### config.mk
export PLATFORM = sky130hd
export DESIGN_NAME = vaga_sensor_scanner_flat
export DESIGN_NICKNAME = d
export VERILOG_FILES = /design/src/rtl/vaga_sensor_scanner_if.sv /design/src/rtl/vaga_sensor_scanner.sv /design/src/flat_wrapper.sv
export SDC_FILE = /design/constraint.sdc
export NUM_CORES = 1
export LEC_CHECK = 0
export BUFFER_PORTS_ARGS = -buffer_cell sky130_fd_sc_hd__buf_2
export CORE_MARGIN = 5
export CORE_UTILIZATION = 43
export CTS_CLUSTER_DIAMETER = 30
export DETAILED_ROUTE_END_ITERATION = 6
export HOLD_SLACK_MARGIN = 0.15
export PLACE_DENSITY = 0.72
export SLEW_MARGIN = 20
export SYNTH_ARGS = -nofsm -noshare
export SYNTH_HDL_FRONTEND = slang
export SYNTH_SLANG_ARGS = --single-unit
### constraint.sdc
create_clock -name clk -period 2.1 [get_ports clk]
set_clock_uncertainty 0.05 [all_clocks]
set_input_delay 0.105 -clock clk [delete_from_list [all_inputs] [get_ports clk]]
set_output_delay 0.105 -clock clk [all_outputs]
set_load 0.005 [all_outputs]
### src/rtl/vaga_sensor_scanner_if.sv
// rtl/vaga_sensor_scanner_if.sv - strobe/return and occupancy signals of the slot sensor scanner
interface vaga_sensor_scanner_if;
    logic       en;
    logic       sense_n;
    logic [3:0] sel_n;
    logic [3:0] occupied;
    logic [2:0] free_count;
    logic       full;
    logic       changed;

    modport master (
        output en,
        output sense_n,
        input  sel_n,
        input  occupied,
        input  free_count,
        input  full,
        input  changed
    );

    modport slave (
        input  en,
        input  sense_n,
        output sel_n,
        output occupied,
        output free_count,
        output full,
        output changed
    );
endinterface

### src/rtl/vaga_sensor_scanner.sv
// rtl/vaga_sensor_scanner.sv - scans four slot sensors on a shared active-low return line
// Define SENSOR_DEBOUNCE_EN to debounce each slot over DEB_COUNT scans; otherwise each tick updates directly.
module vaga_sensor_scanner #(
    parameter int SCAN_DIV  = 1000,
    parameter int DEB_COUNT = 4
) (
    input  logic                 clk,
    input  logic                 rst_n,
    vaga_sensor_scanner_if.slave bus
);
    localparam int               DIV_W    = $clog2(SCAN_DIV);
    localparam logic [DIV_W-1:0] DIV_LAST = DIV_W'(SCAN_DIV - 1);

    logic [1:0]       r_sync;
    logic [DIV_W-1:0] r_div;
    logic [1:0]       r_sel;
    logic [3:0]       r_occupied;
    logic             r_changed;

    logic             w_tick;
    logic             w_sample;
    logic             w_cur;
    logic [2:0]       w_ones;

    assign w_tick   = bus.en && (r_div == DIV_LAST);
    assign w_sample = ~r_sync[1];
    assign w_cur    = r_occupied[r_sel];

    // Synchronizer idles high so a reset never looks like a vehicle.
    always_ff @(posedge clk or negedge rst_n) begin
        if (!rst_n) begin
            r_sync <= 2'b11;
            r_div  <= '0;
            r_sel  <= 2'd0;
        end else begin
            r_sync <= {r_sync[0], bus.sense_n};
            if (bus.en) begin
                if (w_tick) begin
                    r_div <= '0;
                    r_sel <= r_sel + 2'd1;
                end else begin
                    r_div <= r_div + DIV_W'(1);
                end
            end
        end
    end

`ifdef SENSOR_DEBOUNCE_EN
    localparam logic [3:0] DEB_LAST = 4'(DEB_COUNT - 1);

    logic [3:0] r_deb [4];

    // Only the strobed slot's counter moves; a matching sample restarts its count.
    always_ff @(posedge clk or negedge rst_n) begin
        if (!rst_n) begin
            r_deb      <= '{default: 4'd0};
            r_occupied <= 4'b0000;
            r_changed  <= 1'b0;
        end else begin
            r_changed <= 1'b0;
            if (w_tick) begin
                if (w_sample == w_cur) begin
                    r_deb[r_sel] <= 4'd0;
                end else if (r_deb[r_sel] == DEB_LAST) begin
                    r_deb[r_sel]      <= 4'd0;
                    r_occupied[r_sel] <= w_sample;
                    r_changed         <= 1'b1;
                end else begin
                    r_deb[r_sel] <= r_deb[r_sel] + 4'd1;
                end
            end
        end
    end
`else
    logic [3:0] w_unused_deb_count;
    assign w_unused_deb_count = 4'(DEB_COUNT);

    always_ff @(posedge clk or negedge rst_n) begin
        if (!rst_n) begin
            r_occupied <= 4'b0000;
            r_changed  <= 1'b0;
        end else begin
            r_changed <= 1'b0;
            if (w_tick && (w_sample != w_cur)) begin
                r_occupied[r_sel] <= w_sample;
                r_changed         <= 1'b1;
            end
        end
    end
`endif

    assign w_ones = {2'b00, r_occupied[0]} + {2'b00, r_occupied[1]}
                  + {2'b00, r_occupied[2]} + {2'b00, r_occupied[3]};

    assign bus.sel_n      = bus.en ? ~(4'b0001 << r_sel) : 4'b1111;
    assign bus.occupied   = r_occupied;
    assign bus.free_count = 3'd4 - w_ones;
    assign bus.full       = &r_occupied;
    // A pulse landing while paused is suppressed so the bus stays quiet with en low.
    assign bus.changed    = r_changed & bus.en;
endmodule
### src/flat_wrapper.sv
// flat-port wrapper written by rule: the top's interface ports become plain ports
module vaga_sensor_scanner_flat 
#(
    parameter int SCAN_DIV  = 1000,
    parameter int DEB_COUNT = 4
)
  (clk, rst_n, bus_en, bus_sense_n, bus_sel_n, bus_occupied, bus_free_count, bus_full, bus_changed);
  vaga_sensor_scanner_if bus_i ();
  input  logic clk;
  input  logic rst_n;
  input wire logic [$bits(bus_i.en)-1:0] bus_en;
  input wire logic [$bits(bus_i.sense_n)-1:0] bus_sense_n;
  output wire logic [$bits(bus_i.sel_n)-1:0] bus_sel_n;
  output wire logic [$bits(bus_i.occupied)-1:0] bus_occupied;
  output wire logic [$bits(bus_i.free_count)-1:0] bus_free_count;
  output wire logic [$bits(bus_i.full)-1:0] bus_full;
  output wire logic [$bits(bus_i.changed)-1:0] bus_changed;
  assign bus_i.en = bus_en;
  assign bus_i.sense_n = bus_sense_n;
  assign bus_sel_n = bus_i.sel_n;
  assign bus_occupied = bus_i.occupied;
  assign bus_free_count = bus_i.free_count;
  assign bus_full = bus_i.full;
  assign bus_changed = bus_i.changed;
  vaga_sensor_scanner #(.SCAN_DIV(SCAN_DIV), .DEB_COUNT(DEB_COUNT)) u_core (.clk(clk), .rst_n(rst_n), .bus(bus_i));
endmodule
==> results_tabular.tex, run 1 <==
\begin{tabular}{lr}
\hline
Metric & Value \\
\hline
\multicolumn{2}{l}{\textbf{Status}} \\
Run status & completed \\
\multicolumn{2}{l}{\textbf{Cells and area}} \\
Cell area after layout & 0.001224 mm\^{}2 \\
Leading cell types in the layout, fill and taps excluded & 17 x sky130\_fd\_sc\_hd\_\_dfrtp\_1, 16 x sky130\_fd\_sc\_hd\_\_buf\_2, 11 x sky130\_fd\_sc\_hd\_\_nand2\_1 \\
Most common cell after layout, fill and taps aside & sky130\_fd\_sc\_hd\_\_dfrtp\_1 \\
Fillcell total & $\sim$230 \\
Number of diodes added for antenna fixing & 0 \\
Fraction of final layout cells sized beyond drive strength 1 & 0.1846 \\
Number of nets in the layout & 145 \\
Layout area overhead & 13.99\% \\
\multicolumn{2}{l}{\textbf{Power and ir drop}} \\
Pleak & 0.5860 nW \\
Cell Pwr Density & 836.6 mW/mm\^{}2 \\
Peak VDD IR & just under 400 uV \\
Overall power after layout & approximately 1 mW \\
\multicolumn{2}{l}{\textbf{Timing}} \\
Setup TNS Final & 0 ns \\
Hold violation total from the final report & 0 \\
Final period util & 0.8916 \\
Max-slew headroom & 0.7135 \\
Transition time at the pin with the least slew margin & around 0.43 ns \\
Final slew viol count & 0 \\
Post-route worst setup slack & between 0.2 and 0.25 ns \\
Clock period minus worst slack & between 1.5 and 2 ns \\
Setup Viol. Count Final & 0 \\
RSZ-0062 raised after global routing & false \\
Highest achievable clock rate & roughly 530 MHz \\
\multicolumn{2}{l}{\textbf{Setup path}} \\
Worst r2r path cells & 6 \\
Critical register-to-register path startpoint & u\_core.r\_div[0] \\
Required time reported for the critical path endpoint & between 1.5 and 2 ns \\
Kind of end point of the critical path & output pin \\
Worst r2r dst & u\_core.bus.occupied[3] \\
Startpoint kind of the worst setup timing path & flop \\
Largest fanout on the critical path & 5 \\
WS Path Type & reg -> out \\
Reg-to-reg slack, setup & $\sim$0.31 ns \\
Arrival time reported for the critical path endpoint & between 1.5 and 2 ns \\
\multicolumn{2}{l}{\textbf{Drt}} \\
Remaining number of nets flagged by the antenna check after routing & 0 \\
Total wire length & slightly below 2000 um \\
Iter 0 DRT Violations & 38 \\
Via density per instance & about 5.4 \\
DR DRC count & 0 \\
First-pass iteration count of the detailed router & 4 \\
Final routed wire length divided by cell count & between 10 and 15 um \\
Total vias in the final route & between 800 and 900 \\
\multicolumn{2}{l}{\textbf{Synth}} \\
Mean Syn Cell Area & between 9 and 10 um\^{}2 \\
Main combinational cell family by area after synthesis & simple AND/OR/NAND/NOR gates \\
Synthesized instance count & approximately 110 \\
Yosys warnings & 0 \\
Post-synthesis simple-gate area fraction & 0.1632 \\
Area of the mapped netlist & 0.001074 mm\^{}2 \\
Synthesized netlist net count & approximately 130 \\
Post-Synth XOR/XNOR Area & 0.05711 \\
Most area-hungry cell type in the Yosys netlist & sky130\_fd\_sc\_hd\_\_dfrtp\_1 \\
Post-synthesis register bit count & 19 \\
Share of synthesized cell area in full adder, half adder and majority cells & 0.1166 \\
Yosys top cell area share & 0.3963 \\
Unique masters post-synth & 26 \\
Area fraction in compound gates after synthesis & 0.1142 \\
Portion of netlist area occupied by mux cells & 0.03846 \\
Main area contributors after synthesis & sky130\_fd\_sc\_hd\_\_dfrtp\_1 40\%, sky130\_fd\_sc\_hd\_\_ha\_1 12\%, sky130\_fd\_sc\_hd\_\_dfstp\_2 4.9\% \\
Portion of the post-synthesis area used by sequential elements & 0.4452 \\
\multicolumn{2}{l}{\textbf{Place}} \\
Number of buffers inserted by port buffering & 16 \\
Worst setup slack before clock tree synthesis & 0.3333 ns \\
Instance area after placement & about 0.0012 mm\^{}2 \\
Final weighted congestion in routability-driven placement & roughly 0.72 \\
Final HPWL from detailed placement & $\sim$1500 um \\
\multicolumn{2}{l}{\textbf{Floorplanning}} \\
Cell Rows & 18 \\
Top-Level Pins & 17 \\
Die area & between 0.003 and 0.004 mm\^{}2 \\
Die outline height & between 50 and 60 um \\
Initial standard-cell utilization of the core & 0.4414 \\
Die width & 59.97 um \\
Placeable core region & 0.002432 mm\^{}2 \\
\multicolumn{2}{l}{\textbf{CTS}} \\
Clock insertion delay at the later pin of the skew report & between 0.2 and 0.3 ns \\
\# H-tree levels & 1 \\
CTS tree & built \\
CTS resizes & 0 \\
Clk Tree Root Cell & sky130\_fd\_sc\_hd\_\_clkbuf\_4 \\
Setup Fix Bufs, Post-CTS & 0 \\
Clock buffers created by TritonCTS & 3 \\
Hold-fix buffer count after cts & 3 \\
Total clock sinks & 19 \\
Max Root-Sink Buffers & 2 \\
Register clock-pin slew on the reported worst setup and hold paths & about 0.11 ns \\
\multicolumn{2}{l}{\textbf{Min path}} \\
Worst min-delay path category & in -> async \\
\multicolumn{2}{l}{\textbf{Global routing}} \\
Pin count of the biggest net entering global routing & 20 \\
Antenna violations before repair & 0 \\
Total track usage & 0.1221 \\
Wire length of the first global-routing pass & between 3000 and 4000 um \\
Global route overflow & 0 \\
Vias in the first global route & about 750 \\
\multicolumn{2}{l}{\textbf{Flow run}} \\
Total of max-cap violations & 0 \\
\hline
\end{tabular}
## layout make-up
| cell class | instances | area (um^2) | area share |
|---|---|---|---|
| multi-input combinational | 77 | 525.5 | 0.4294 |
| tap | 30 | 37.54 | 0.03067 |
| sequential | 19 | 478.0 | 0.3906 |
| clock inverter | 1 | 5.005 | 0.004090 |
| timing repair buffer | 20 | 117.6 | 0.09611 |
| clock buffer | 3 | 22.52 | 0.01840 |
| inverter | 10 | 37.54 | 0.03067 |
## per-layer routing
layer / up-vias / GRT usage / wire length (um)
met5: - / 0 / 0
li1: 424 / - / -
met3: 2 / 0.02592 / 108
met4: 0 / 0.02848 / 12
met2: 20 / 0.2068 / 991
met1: 410 / 0.1582 / 878
## how the worst max path moves through the flow
stage                                      start                      to  slack [ns]  depth (start not counted)
final                     u_core.bus.occupied[2]       bus_free_count[2]        0.23                          6
after global routing      u_core.bus.occupied[2]       bus_free_count[2]        0.09                          6
after CTS                 u_core.bus.occupied[2]       bus_free_count[2]        0.20                          6
after detailed placement         u_core.r_div[0]  u_core.bus.occupied[3]        0.33                          6
after global placement           u_core.r_div[0]  u_core.bus.occupied[1]        0.40                          6
after floorplan                  u_core.r_div[0]  u_core.bus.occupied[0]        0.53                          7
## state kept, by name, summed over array words and instances (netlist names)
name	flops
u_core.r_div	10
u_core.bus.occupied	4
u_core.r_sync	2
u_core.r_sel	2
u_core.r_changed	1
## kinds of logic (layout without fill, tap and decap cells)
logic type | count (synthesis) | in the layout
AO/OA/AOI/OAI | 22 | 22
XOR/XNOR | 7 | 7
adder cells (fa/ha/maj) | 10 | 10
buffers and inverters | 15 | 34
flip-flops | 19 | 19
multiplexers | 4 | 4
AND/OR/NAND/NOR | 34 | 34
## report_power, final
part	leakage (nW)	total, mW	switching [mW]	internal, mW
clock network	0.0177	0.181	0.110	0.0707
registers	0.218	0.553	0.0972	0.456
logic	0.350	0.290	0.160	0.130
total	0.586	1.02	0.367	0.657
## Yosys cell counts
master / n
sky130_fd_sc_hd__a21boi_0: 2
sky130_fd_sc_hd__a21oi_1: 6
sky130_fd_sc_hd__a31oi_1: 4
sky130_fd_sc_hd__and2_1: 2
sky130_fd_sc_hd__and3_1: 2
sky130_fd_sc_hd__and4_1: 1
sky130_fd_sc_hd__buf_2: 2
sky130_fd_sc_hd__buf_4: 1
sky130_fd_sc_hd__buf_6: 1
sky130_fd_sc_hd__clkbuf_1: 1
sky130_fd_sc_hd__dfrtp_1: 17
sky130_fd_sc_hd__dfstp_2: 2
sky130_fd_sc_hd__ha_1: 10
sky130_fd_sc_hd__inv_1: 10
sky130_fd_sc_hd__mux2_2: 1
sky130_fd_sc_hd__mux2i_1: 3
sky130_fd_sc_hd__nand2_1: 11
sky130_fd_sc_hd__nand3_1: 7
sky130_fd_sc_hd__nand4_1: 5
sky130_fd_sc_hd__nor2_1: 3
sky130_fd_sc_hd__nor4bb_1: 1
sky130_fd_sc_hd__o21ai_0: 8
sky130_fd_sc_hd__o22ai_1: 2
sky130_fd_sc_hd__or3_1: 2
sky130_fd_sc_hd__xnor2_1: 4
sky130_fd_sc_hd__xor2_1: 3
## critical path, stage by stage (launching register included)
cell	delay [ns]
sky130_fd_sc_hd__dfrtp_1	0.44
sky130_fd_sc_hd__ha_1	0.22
sky130_fd_sc_hd__ha_1	0.27
sky130_fd_sc_hd__inv_1	0.04
sky130_fd_sc_hd__ha_1	0.19
sky130_fd_sc_hd__xor2_1	0.15
sky130_fd_sc_hd__buf_2	0.12
## stage by stage
step	hold WS, ns	cells	utilization
2_1_floorplan	-0.2406	111	-
3_3_place_gp	0.01068	153	0.4794
3_5_place_dp	0.01852	153	0.4794
4_1_cts	0.2229	160	0.5031
5_1_grt	0.2607	160	0.5031
6_report	0.2163	160	0.5031
Note: power is estimated with default switching activity, not from simulation.
==> run 2: changes to the inputs <==
==> constraint.sdc (replaced) <==
create_clock -name clk -period 1.8 [get_ports clk]
set_clock_uncertainty 0.05 [all_clocks]
set_input_delay 0.18 -clock clk [delete_from_list [all_inputs] [get_ports clk]]
set_output_delay 0.18 -clock clk [all_outputs]
set_load 0.005 [all_outputs]
==> run 2 against run 1 <==
Compared with the run above: the flow now finishes with violations (negative setup slack); power grew 19%; sequential power up 17%; cell count grew 4.4%; final area grew 9.7%; worst hold slack got worse by 0.052 ns; non-clock buffer count up 7; largest cell class unchanged.
==> results_tabular.tex, run 2 (synthesis results as in run 1) <==
\begin{tabular}{lr}
\hline
Metric & Value \\
\hline
\multicolumn{2}{l}{\textbf{Status}} \\
Run status & complete, but fails checks (was completed) \\
Violations in the final reports & negative setup slack \\
\multicolumn{2}{l}{\textbf{Global routing}} \\
Global route overflow & 0 (unchanged) \\
Wire length of the first global-routing pass & 3801 um (was 3305 um) \\
Vias in the first global route & 880 (was 746) \\
Antenna violations before repair & 0 (unchanged) \\
Pin count of the biggest net entering global routing & 20 (unchanged) \\
Total track usage & 0.1373 (was 0.1221) \\
\multicolumn{2}{l}{\textbf{Timing}} \\
Transition time at the pin with the least slew margin & 0.4344 ns (was 0.4297 ns) \\
Hold violation total from the final report & 0 (unchanged) \\
Final period util & 1.003 \\
Highest achievable clock rate & roughly 550 MHz \\
Post-route worst setup slack & -0.005227 ns (was 0.2277 ns) \\
RSZ-0062 raised after global routing & true (was false) \\
Final slew viol count & 0 (unchanged) \\
Max-slew headroom & 0.7104 (was 0.7135) \\
Setup Viol. Count Final & 1 (was 0) \\
Clock period minus worst slack & between 1.5 and 2 ns \\
Setup TNS Final & -0.005227 ns (was 0 ns) \\
\multicolumn{2}{l}{\textbf{Power and ir drop}} \\
Switch share & 0.3541 (was 0.3585) \\
Flop pwr share & 0.533 (was 0.540) \\
Power share of the clock group & 0.171 (was 0.177) \\
Pleak & 0.6188 nW (was 0.5860 nW) \\
Cell Pwr Density & 904.8 mW/mm\^{}2 (was 836.6 mW/mm\^{}2) \\
Part of the total power dissipated in combinational logic & 0.296 (was 0.283) \\
Switching power summed over all nets & 0.4301 mW (was 0.3670 mW) \\
Int Power & 0.7846 mW (was 0.6567 mW) \\
Peak VDD IR & 630.7 uV (was 395.2 uV) \\
\multicolumn{2}{l}{\textbf{Floorplanning}} \\
Die width & 59.97 um (unchanged) \\
Cell Rows & 18 (unchanged) \\
Top-Level Pins & 17 (unchanged) \\
Die outline height & 59.97 um (unchanged) \\
Die area & 0.003596 mm\^{}2 (unchanged) \\
Placeable core region & 0.002432 mm\^{}2 (unchanged) \\
Initial standard-cell utilization of the core & 0.4414 (unchanged) \\
\multicolumn{2}{l}{\textbf{Cells and area}} \\
Flip-flop count of the largest register, all copies and words added & 10 (unchanged) \\
Fillcell total & 224 (was 228) \\
Leading cell types in the layout, fill and taps excluded & 17 x sky130\_fd\_sc\_hd\_\_dfrtp\_1, 15 x sky130\_fd\_sc\_hd\_\_buf\_2, 11 x sky130\_fd\_sc\_hd\_\_nand2\_1 (was 17 x sky130\_fd\_sc\_hd\_\_dfrtp\_1, 16 x sky130\_fd\_sc\_hd\_\_buf\_2, 11 x sky130\_fd\_sc\_hd\_\_nand2\_1) \\
Largest reg by FF count & u\_core.r\_div (unchanged) \\
Fraction of final layout cells sized beyond drive strength 1 & 0.2920 (was 0.1846) \\
Layout area overhead & 25.06\% (was 13.99\%) \\
Number of diodes added for antenna fixing & 0 (unchanged) \\
Number of nets in the layout & 152 (was 145) \\
Most common cell after layout, fill and taps aside & sky130\_fd\_sc\_hd\_\_dfrtp\_1 (unchanged) \\
\multicolumn{2}{l}{\textbf{Drt}} \\
Via density per instance & 5.311 (was 5.350) \\
Total wire length & 2164 um (was 1990 um) \\
Total vias in the final route & 887 (was 856) \\
DR DRC count & 0 (unchanged) \\
Final routed wire length divided by cell count & 12.96 um (was 12.44 um) \\
Remaining number of nets flagged by the antenna check after routing & 0 (unchanged) \\
Iter 0 DRT Violations & 41 (was 38) \\
First-pass iteration count of the detailed router & 4 (unchanged) \\
\multicolumn{2}{l}{\textbf{Place}} \\
Worst setup slack before clock tree synthesis & 0.1291 ns (was 0.3333 ns) \\
Number of buffers inserted by port buffering & 16 (unchanged) \\
Final HPWL from detailed placement & 1606 um (was 1495 um) \\
Final weighted congestion in routability-driven placement & 0.7329 (was 0.7199) \\
\multicolumn{2}{l}{\textbf{Setup path}} \\
Worst r2r path cells & 6 (unchanged) \\
Largest fanout on the critical path & 2 (was 5) \\
Reg-to-reg slack, setup & 0.17 ns (was 0.31 ns) \\
WS Path Type & reg -> out (unchanged) \\
Startpoint kind of the worst setup timing path & flop (unchanged) \\
Critical register-to-register path startpoint & u\_core.r\_div[0] (unchanged) \\
Kind of end point of the critical path & output pin (unchanged) \\
Arrival time reported for the critical path endpoint & 1.58 ns (was 1.72 ns) \\
Worst r2r dst & u\_core.bus.occupied[0] (was u\_core.bus.occupied[3]) \\
Required time reported for the critical path endpoint & 1.57 ns (was 1.95 ns) \\
\multicolumn{2}{l}{\textbf{Min path}} \\
Endpoint with the worst hold slack & u\_core.r\_div[0] \\
Worst min-delay path category & in -> reg (was in -> async) \\
Count of cells along the worst hold path & 2 \\
Hold path start & bus\_en \\
\multicolumn{2}{l}{\textbf{Flow run}} \\
Total of max-cap violations & 0 (unchanged) \\
\multicolumn{2}{l}{\textbf{CTS}} \\
Clock buffers created by TritonCTS & 3 (unchanged) \\
Clk Tree Root Cell & sky130\_fd\_sc\_hd\_\_clkbuf\_4 (unchanged) \\
CTS tree & built (unchanged) \\
Clock insertion delay at the later pin of the skew report & 0.28 ns (was 0.29 ns) \\
Max Root-Sink Buffers & 2 (unchanged) \\
\# H-tree levels & 1 (unchanged) \\
Register clock-pin slew on the reported worst setup and hold paths & 0.11 ns (about the same) \\
Total clock sinks & 19 (unchanged) \\
\hline
\end{tabular}
==> run 2: timing repair <==
action                                 4_1_cts  5_1_grt
buffers inserted                             4        1
resized for setup                           12        3
setup endpoints to repair                    2        9
pin swaps                                    6        0
hold buffers                                 2        0
endpoints found under the hold margin       20        0
==> run 2: final cells by class <==
cell class                 count  area [um^2]  share of cell area
clock buffer                   4        26.28             0.01957
timing repair buffer          27        173.9              0.1295
multi-input combinational     77        589.3              0.4390
sequential                    19        478.0              0.3560
inverter                      10        37.54             0.02796
tap                           30        37.54             0.02796
==> run 2: per-stage QoR <==
stage	area, um^2	hold slack, ns	cells	total power, mW	util
global placement	1189	0.08579	156	0.9839	0.4887
finish	1343	0.1640	167	1.215	0.5520
detailed placement	1189	0.09365	156	1.009	0.4887
CTS	1328	0.1676	166	1.228	0.5458
floorplan	1074	-0.1656	111	0.8946	-
global route	1343	0.1786	167	1.324	0.5520
==> run 2: critical path, cell delays in order (launching register included) <==
cell                      delay (ns)
sky130_fd_sc_hd__dfrtp_1        0.42
sky130_fd_sc_hd__ha_4           0.18
sky130_fd_sc_hd__ha_4           0.26
sky130_fd_sc_hd__inv_2          0.04
sky130_fd_sc_hd__ha_4           0.14
sky130_fd_sc_hd__xor2_1         0.13
sky130_fd_sc_hd__buf_2          0.13
==> run 2: power groups by stage <==
stage | clock [mW] | sequential [mW] | combinational, mW
floorplan | 0 | 0.623 | 0.271
global placement | 0 | 0.645 | 0.339
detailed placement | 0 | 0.651 | 0.358
CTS | 0.220 | 0.645 | 0.363
global route | 0.243 | 0.665 | 0.417
finish | 0.207 | 0.648 | 0.359
==> run 2: how the worst max path moves through the flow <==
stage / start / slack, ns / to
6_report: u_core.bus.occupied[3] / -0.005 / bus_free_count[2]
5_1_grt: u_core.bus.occupied[3] / -0.10 / bus_free_count[2]
4_1_cts: u_core.bus.occupied[1] / -0.003 / bus_free_count[2]
3_5_place_dp: u_core.r_div[0] / 0.13 / u_core.r_sel[1]
3_3_place_gp: u_core.bus.occupied[0] / 0.18 / bus_free_count[2]
2_1_floorplan: u_core.r_div[0] / 0.23 / u_core.bus.occupied[0]
==> run 2: routing by layer <==
layer / GRT usage / routed length (um) / share of wire
met1: 0.1769 / 970 / 0.45
met2: 0.2330 / 1089 / 0.50
met3: 0.02592 / 97 / 0.045
met4: 0.03797 / 6 / 0.0028
met5: 0 / 0 / 0
==> run 3: changes to the inputs <==
--- a/config.mk
+++ b/config.mk
@@ -5,7 +5,9 @@
 export SDC_FILE = /design/constraint.sdc
 export NUM_CORES = 1
 export LEC_CHECK = 0
+export ABC_AREA = 1
 export BUFFER_PORTS_ARGS = -buffer_cell sky130_fd_sc_hd__buf_2
+export CORE_ASPECT_RATIO = 0.5
 export CORE_MARGIN = 5
 export CORE_UTILIZATION = 43
 export CTS_CLUSTER_DIAMETER = 30
==> run 3 against run 2 <==
Compared with the run above: wire length grew 21%; power increased by 10%; final area rose by 9.6%; non-clock buffer count is 5 lower; sequential cell count did not move; core utilization increased by 0.99 points; sequential share of layout area shrank 3.1 points; highest routed layer unchanged; the flow now finishes without violations.
==> results_tabular.tex, run 3 <==
\begin{tabular}{lr}
\hline
Metric & Value \\
\hline
\multicolumn{2}{l}{\textbf{Floorplanning}} \\
Die outline height & 47.20 um (was 59.97 um) \\
Die width & 84.40 um (was 59.97 um) \\
Die area & 0.003983 mm\^{}2 (was 0.003596 mm\^{}2) \\
Initial standard-cell utilization of the core & 0.4544 (was 0.4414) \\
Cell Rows & 13 (was 18) \\
Top-Level Pins & 17 (unchanged) \\
Placeable core region & 0.002619 mm\^{}2 (was 0.002432 mm\^{}2) \\
\multicolumn{2}{l}{\textbf{Cells and area}} \\
Most common cell after layout, fill and taps aside & sky130\_fd\_sc\_hd\_\_nand2\_1 (was sky130\_fd\_sc\_hd\_\_dfrtp\_1) \\
Layout area overhead & 23.66\% (was 25.06\%) \\
Largest reg by FF count & u\_core.r\_div (unchanged) \\
Final core utilization & 0.5619 (was 0.5520) \\
Fraction of final layout cells sized beyond drive strength 1 & 0.2849 (was 0.2920) \\
Flip-flop count of the largest register, all copies and words added & 10 (unchanged) \\
Final cell count without fillers & 209 (was 167) \\
Number of diodes added for antenna fixing & 0 (unchanged) \\
Leading cell types in the layout, fill and taps excluded & 39 x sky130\_fd\_sc\_hd\_\_nand2\_1, 17 x sky130\_fd\_sc\_hd\_\_inv\_1, 17 x sky130\_fd\_sc\_hd\_\_dfrtp\_1 (was 17 x sky130\_fd\_sc\_hd\_\_dfrtp\_1, 15 x sky130\_fd\_sc\_hd\_\_buf\_2, 11 x sky130\_fd\_sc\_hd\_\_nand2\_1) \\
Number of nets in the layout & 187 (was 152) \\
Cell area after layout & 0.001471 mm\^{}2 (was 0.001343 mm\^{}2) \\
\multicolumn{2}{l}{\textbf{Drt}} \\
Total wire length & 2622 um (was 2164 um) \\
Total vias in the final route & 1067 (was 887) \\
Final routed wire length divided by cell count & 12.55 um (was 12.96 um) \\
DR DRC count & 0 (unchanged) \\
Iter 0 DRT Violations & 88 (was 41) \\
First-pass iteration count of the detailed router & 4 (unchanged) \\
Via density per instance & 5.105 (was 5.311) \\
Remaining number of nets flagged by the antenna check after routing & 0 (unchanged) \\
\multicolumn{2}{l}{\textbf{Setup path}} \\
Largest fanout on the critical path & 2 (unchanged) \\
Worst r2r path cells & 7 (was 6) \\
Startpoint kind of the worst setup timing path & flop (unchanged) \\
Reg-to-reg slack, setup & 0.29 ns (was 0.17 ns) \\
Arrival time reported for the critical path endpoint & 1.55 ns (was 1.58 ns) \\
Required time reported for the critical path endpoint & 1.57 ns (about the same) \\
Worst r2r dst & u\_core.r\_sel[0] (was u\_core.bus.occupied[0]) \\
Crit path capture & bus\_free\_count[2] (unchanged) \\
Critical Path Start & u\_core.bus.occupied[3] (unchanged) \\
Critical register-to-register path startpoint & u\_core.r\_div[0] (unchanged) \\
WS Path Type & reg -> out (unchanged) \\
Kind of end point of the critical path & output pin (unchanged) \\
\multicolumn{2}{l}{\textbf{Power and ir drop}} \\
Part of the total power dissipated in combinational logic & 0.298 (was 0.296) \\
Switching power summed over all nets & 0.5230 mW (was 0.4301 mW) \\
Flop pwr share & 0.476 (was 0.533) \\
Overall power after layout & 1.337 mW (was 1.215 mW) \\
Pleak & 0.7335 nW (was 0.6188 nW) \\
Cell Pwr Density & 908.3 mW/mm\^{}2 (was 904.8 mW/mm\^{}2) \\
Peak VDD IR & 413.3 uV (was 630.7 uV) \\
Switch share & 0.3913 (was 0.3541) \\
Power share of the clock group & 0.226 (was 0.171) \\
Int Power & 0.8135 mW (was 0.7846 mW) \\
\multicolumn{2}{l}{\textbf{Synth}} \\
Yosys top cell area share & 0.3575 (was 0.3963) \\
Most used DFF post-synth & sky130\_fd\_sc\_hd\_\_dfrtp\_1 (unchanged) \\
Synthesized instance count & 147 (was 111) \\
Area of the mapped netlist & 0.001190 mm\^{}2 (was 0.001074 mm\^{}2) \\
Most common library cells after synthesis & 39 x sky130\_fd\_sc\_hd\_\_nand2\_1, 20 x sky130\_fd\_sc\_hd\_\_inv\_1, 17 x sky130\_fd\_sc\_hd\_\_dfrtp\_1, 11 x sky130\_fd\_sc\_hd\_\_nand4\_1, 10 x sky130\_fd\_sc\_hd\_\_ha\_1 (was 17 x sky130\_fd\_sc\_hd\_\_dfrtp\_1, 11 x sky130\_fd\_sc\_hd\_\_nand2\_1, 10 x sky130\_fd\_sc\_hd\_\_ha\_1, 10 x sky130\_fd\_sc\_hd\_\_inv\_1, 8 x sky130\_fd\_sc\_hd\_\_o21ai\_0) \\
Synthesized netlist net count & 161 (was 125) \\
Main area contributors after synthesis & sky130\_fd\_sc\_hd\_\_dfrtp\_1 36\%, sky130\_fd\_sc\_hd\_\_nand2\_1 12\%, sky130\_fd\_sc\_hd\_\_ha\_1 11\% (was sky130\_fd\_sc\_hd\_\_dfrtp\_1 40\%, sky130\_fd\_sc\_hd\_\_ha\_1 12\%, sky130\_fd\_sc\_hd\_\_dfstp\_2 4.9\%) \\
Mean Syn Cell Area & 8.094 um\^{}2 (was 9.671 um\^{}2) \\
Unique masters post-synth & 23 (was 26) \\
Yosys warnings & 0 (unchanged) \\
Most common cell in the synthesized netlist & sky130\_fd\_sc\_hd\_\_nand2\_1 (was sky130\_fd\_sc\_hd\_\_dfrtp\_1) \\
Post-synth EDFFs & 0 (unchanged) \\
Post-synthesis register bit count & 19 (unchanged) \\
Portion of the post-synthesis area used by sequential elements & 0.4017 (was 0.4452) \\
Most area-hungry cell type in the Yosys netlist & sky130\_fd\_sc\_hd\_\_dfrtp\_1 (unchanged) \\
Proportion of register bits with asynchronous set or reset after synthesis & 1.000 (unchanged) \\
\multicolumn{2}{l}{\textbf{CTS}} \\
Register clock-pin slew on the reported worst setup and hold paths & 0.08 ns (was 0.11 ns) \\
Clock buffers created by TritonCTS & 3 (unchanged) \\
Max Root-Sink Buffers & 2 (unchanged) \\
\# H-tree levels & 1 (unchanged) \\
CTS tree & built (unchanged) \\
Clk Tree Root Cell & sky130\_fd\_sc\_hd\_\_clkbuf\_8 (was sky130\_fd\_sc\_hd\_\_clkbuf\_4) \\
Clock insertion delay at the later pin of the skew report & 0.26 ns (was 0.28 ns) \\
Total clock sinks & 19 (unchanged) \\
\multicolumn{2}{l}{\textbf{Flow run}} \\
Total of max-cap violations & 0 (unchanged) \\
\multicolumn{2}{l}{\textbf{Global routing}} \\
Pin count of the biggest net entering global routing & 20 (unchanged) \\
Global route overflow & 0 (unchanged) \\
Vias in the first global route & 1022 (was 880) \\
Total track usage & 0.1574 (was 0.1373) \\
Wire length of the first global-routing pass & 4781 um (was 3801 um) \\
Antenna violations before repair & 0 (unchanged) \\
\multicolumn{2}{l}{\textbf{Timing}} \\
Final period util & 0.9904 (was 1.003) \\
RSZ-0062 raised after global routing & true (unchanged) \\
Transition time at the pin with the least slew margin & 0.4341 ns (was 0.4344 ns) \\
Smallest hold slack & 0.2278 ns (was 0.1640 ns) \\
Highest achievable clock rate & 560.9 MHz (was 553.9 MHz) \\
Hold violation total from the final report & 0 (unchanged) \\
Clock period minus worst slack & 1.783 ns (was 1.805 ns) \\
Final slew viol count & 0 (unchanged) \\
Max-slew headroom & 0.7106 (was 0.7104) \\
Setup Viol. Count Final & 0 (was 1) \\
\multicolumn{2}{l}{\textbf{Min path}} \\
Worst min-delay path category & in -> reg (unchanged) \\
\multicolumn{2}{l}{\textbf{Place}} \\
Final weighted congestion in routability-driven placement & 0.7890 (was 0.7329) \\
Instance area after placement & 0.001313 mm\^{}2 (was 0.001189 mm\^{}2) \\
Instance count after placement with tap cells included & 199 (was 156) \\
Number of buffers inserted by port buffering & 16 (unchanged) \\
Final HPWL from detailed placement & 1965 um (was 1606 um) \\
\multicolumn{2}{l}{\textbf{Status}} \\
Run status & completed (was complete, but fails checks) \\
\hline
\end{tabular}
run 3: changes by cell type after synthesis, moves of 3 or more:
cell / before / now
sky130_fd_sc_hd__nand2_1: 11 / 39
sky130_fd_sc_hd__inv_1: 10 / 20
sky130_fd_sc_hd__nand4_1: 5 / 11
sky130_fd_sc_hd__nor2_1: 3 / 8
sky130_fd_sc_hd__a21oi_1: 6 / 2
sky130_fd_sc_hd__a31oi_1: 4 / 0
sky130_fd_sc_hd__inv_2: 0 / 4
sky130_fd_sc_hd__o21ai_0: 8 / 4
sky130_fd_sc_hd__o21ai_1: 0 / 4
sky130_fd_sc_hd__xnor2_1: 4 / 0
sky130_fd_sc_hd__mux2i_1: 3 / 0
sky130_fd_sc_hd__nor2_2: 0 / 3
sky130_fd_sc_hd__nor2_4: 0 / 3
sky130_fd_sc_hd__nor3_1: 0 / 3
run 3: final cells by class:
| cell class | instances | area, um^2 |
|---|---|---|
| Fill cell | 242 | 1147 |
| Inverter | 24 | 90.09 |
| Clock buffer | 3 | 41.29 |
| Tap cell | 37 | 46.29 |
| Clock inverter | 1 | 5.005 |
| Multi-Input combinational cell | 103 | 680.7 |
| Timing Repair Buffer | 22 | 130.1 |
| Sequential cell | 19 | 478.0 |
run 3: cell families after synthesis:
family | share of synthesized area
AND/OR/NAND/NOR | 0.3439
AO/OA/AOI/OAI | 0.04837
adder cells (fa/ha/maj) | 0.1052
flip-flops | 0.4017
XOR/XNOR | 0.02209
buffers and inverters | 0.07886
run 3: power by group through the flow:
stage	sequential, mW	combinational [mW]	clock [mW]
floorplan	0.617	0.323	0
global placement	0.640	0.386	0
detailed placement	0.643	0.395	0
CTS	0.636	0.403	0.312
global route	0.657	0.472	0.332
finish	0.636	0.398	0.302
run 3: worst min-delay path by stage:
| stage | start | to | slack (ns) | cells past startpoint |
|---|---|---|---|---|
| after floorplan | rst_n | u_core.bus.occupied[0] | -0.17 | 0 |
| after global placement | rst_n | u_core.r_div[5] | 0.09 | 1 |
| after detailed placement | rst_n | u_core.r_div[6] | 0.1 | 1 |
| after CTS | bus_en | u_core.r_div[9] | 0.22 | 2 |
| after global routing | bus_en | u_core.r_div[1] | 0.25 | 3 |
| final | bus_en | u_core.r_div[9] | 0.23 | 2 |
run 3: stage by stage:
stage | worst slack [ns] | TNS [ns]
after floorplan | 0.3184 | 0
after global placement | 0.2239 | 0
after detailed placement | 0.1599 | 0
after CTS | 0.01514 | 0
after global routing | -0.05557 | -0.05557
final | 0.01728 | 0
run 3: repair_timing:
item	in CTS	in global routing
setup endpoints to repair	2	1
gates resized for setup	12	0
setup buffers	4	0
hold buffers	2	0
pin swaps	5	0
hold endpoints to repair	20	0
run 3: critical path, cell delays in order, from the launching register on:
cell	delay (ns)
sky130_fd_sc_hd__dfrtp_1	0.42
sky130_fd_sc_hd__ha_4	0.27
sky130_fd_sc_hd__inv_2	0.04
sky130_fd_sc_hd__ha_4	0.16
sky130_fd_sc_hd__ha_4	0.15
sky130_fd_sc_hd__xor2_1	0.13
sky130_fd_sc_hd__buf_2	0.12
run 3: per-layer routing:
metal,routed length (um),up-vias,track usage
li1,-,530,-
met2,1314,28,0.2915
met3,123,4,0.04553
met5,0,-,0
met4,26,0,0.04732
met1,1157,505,0.1860
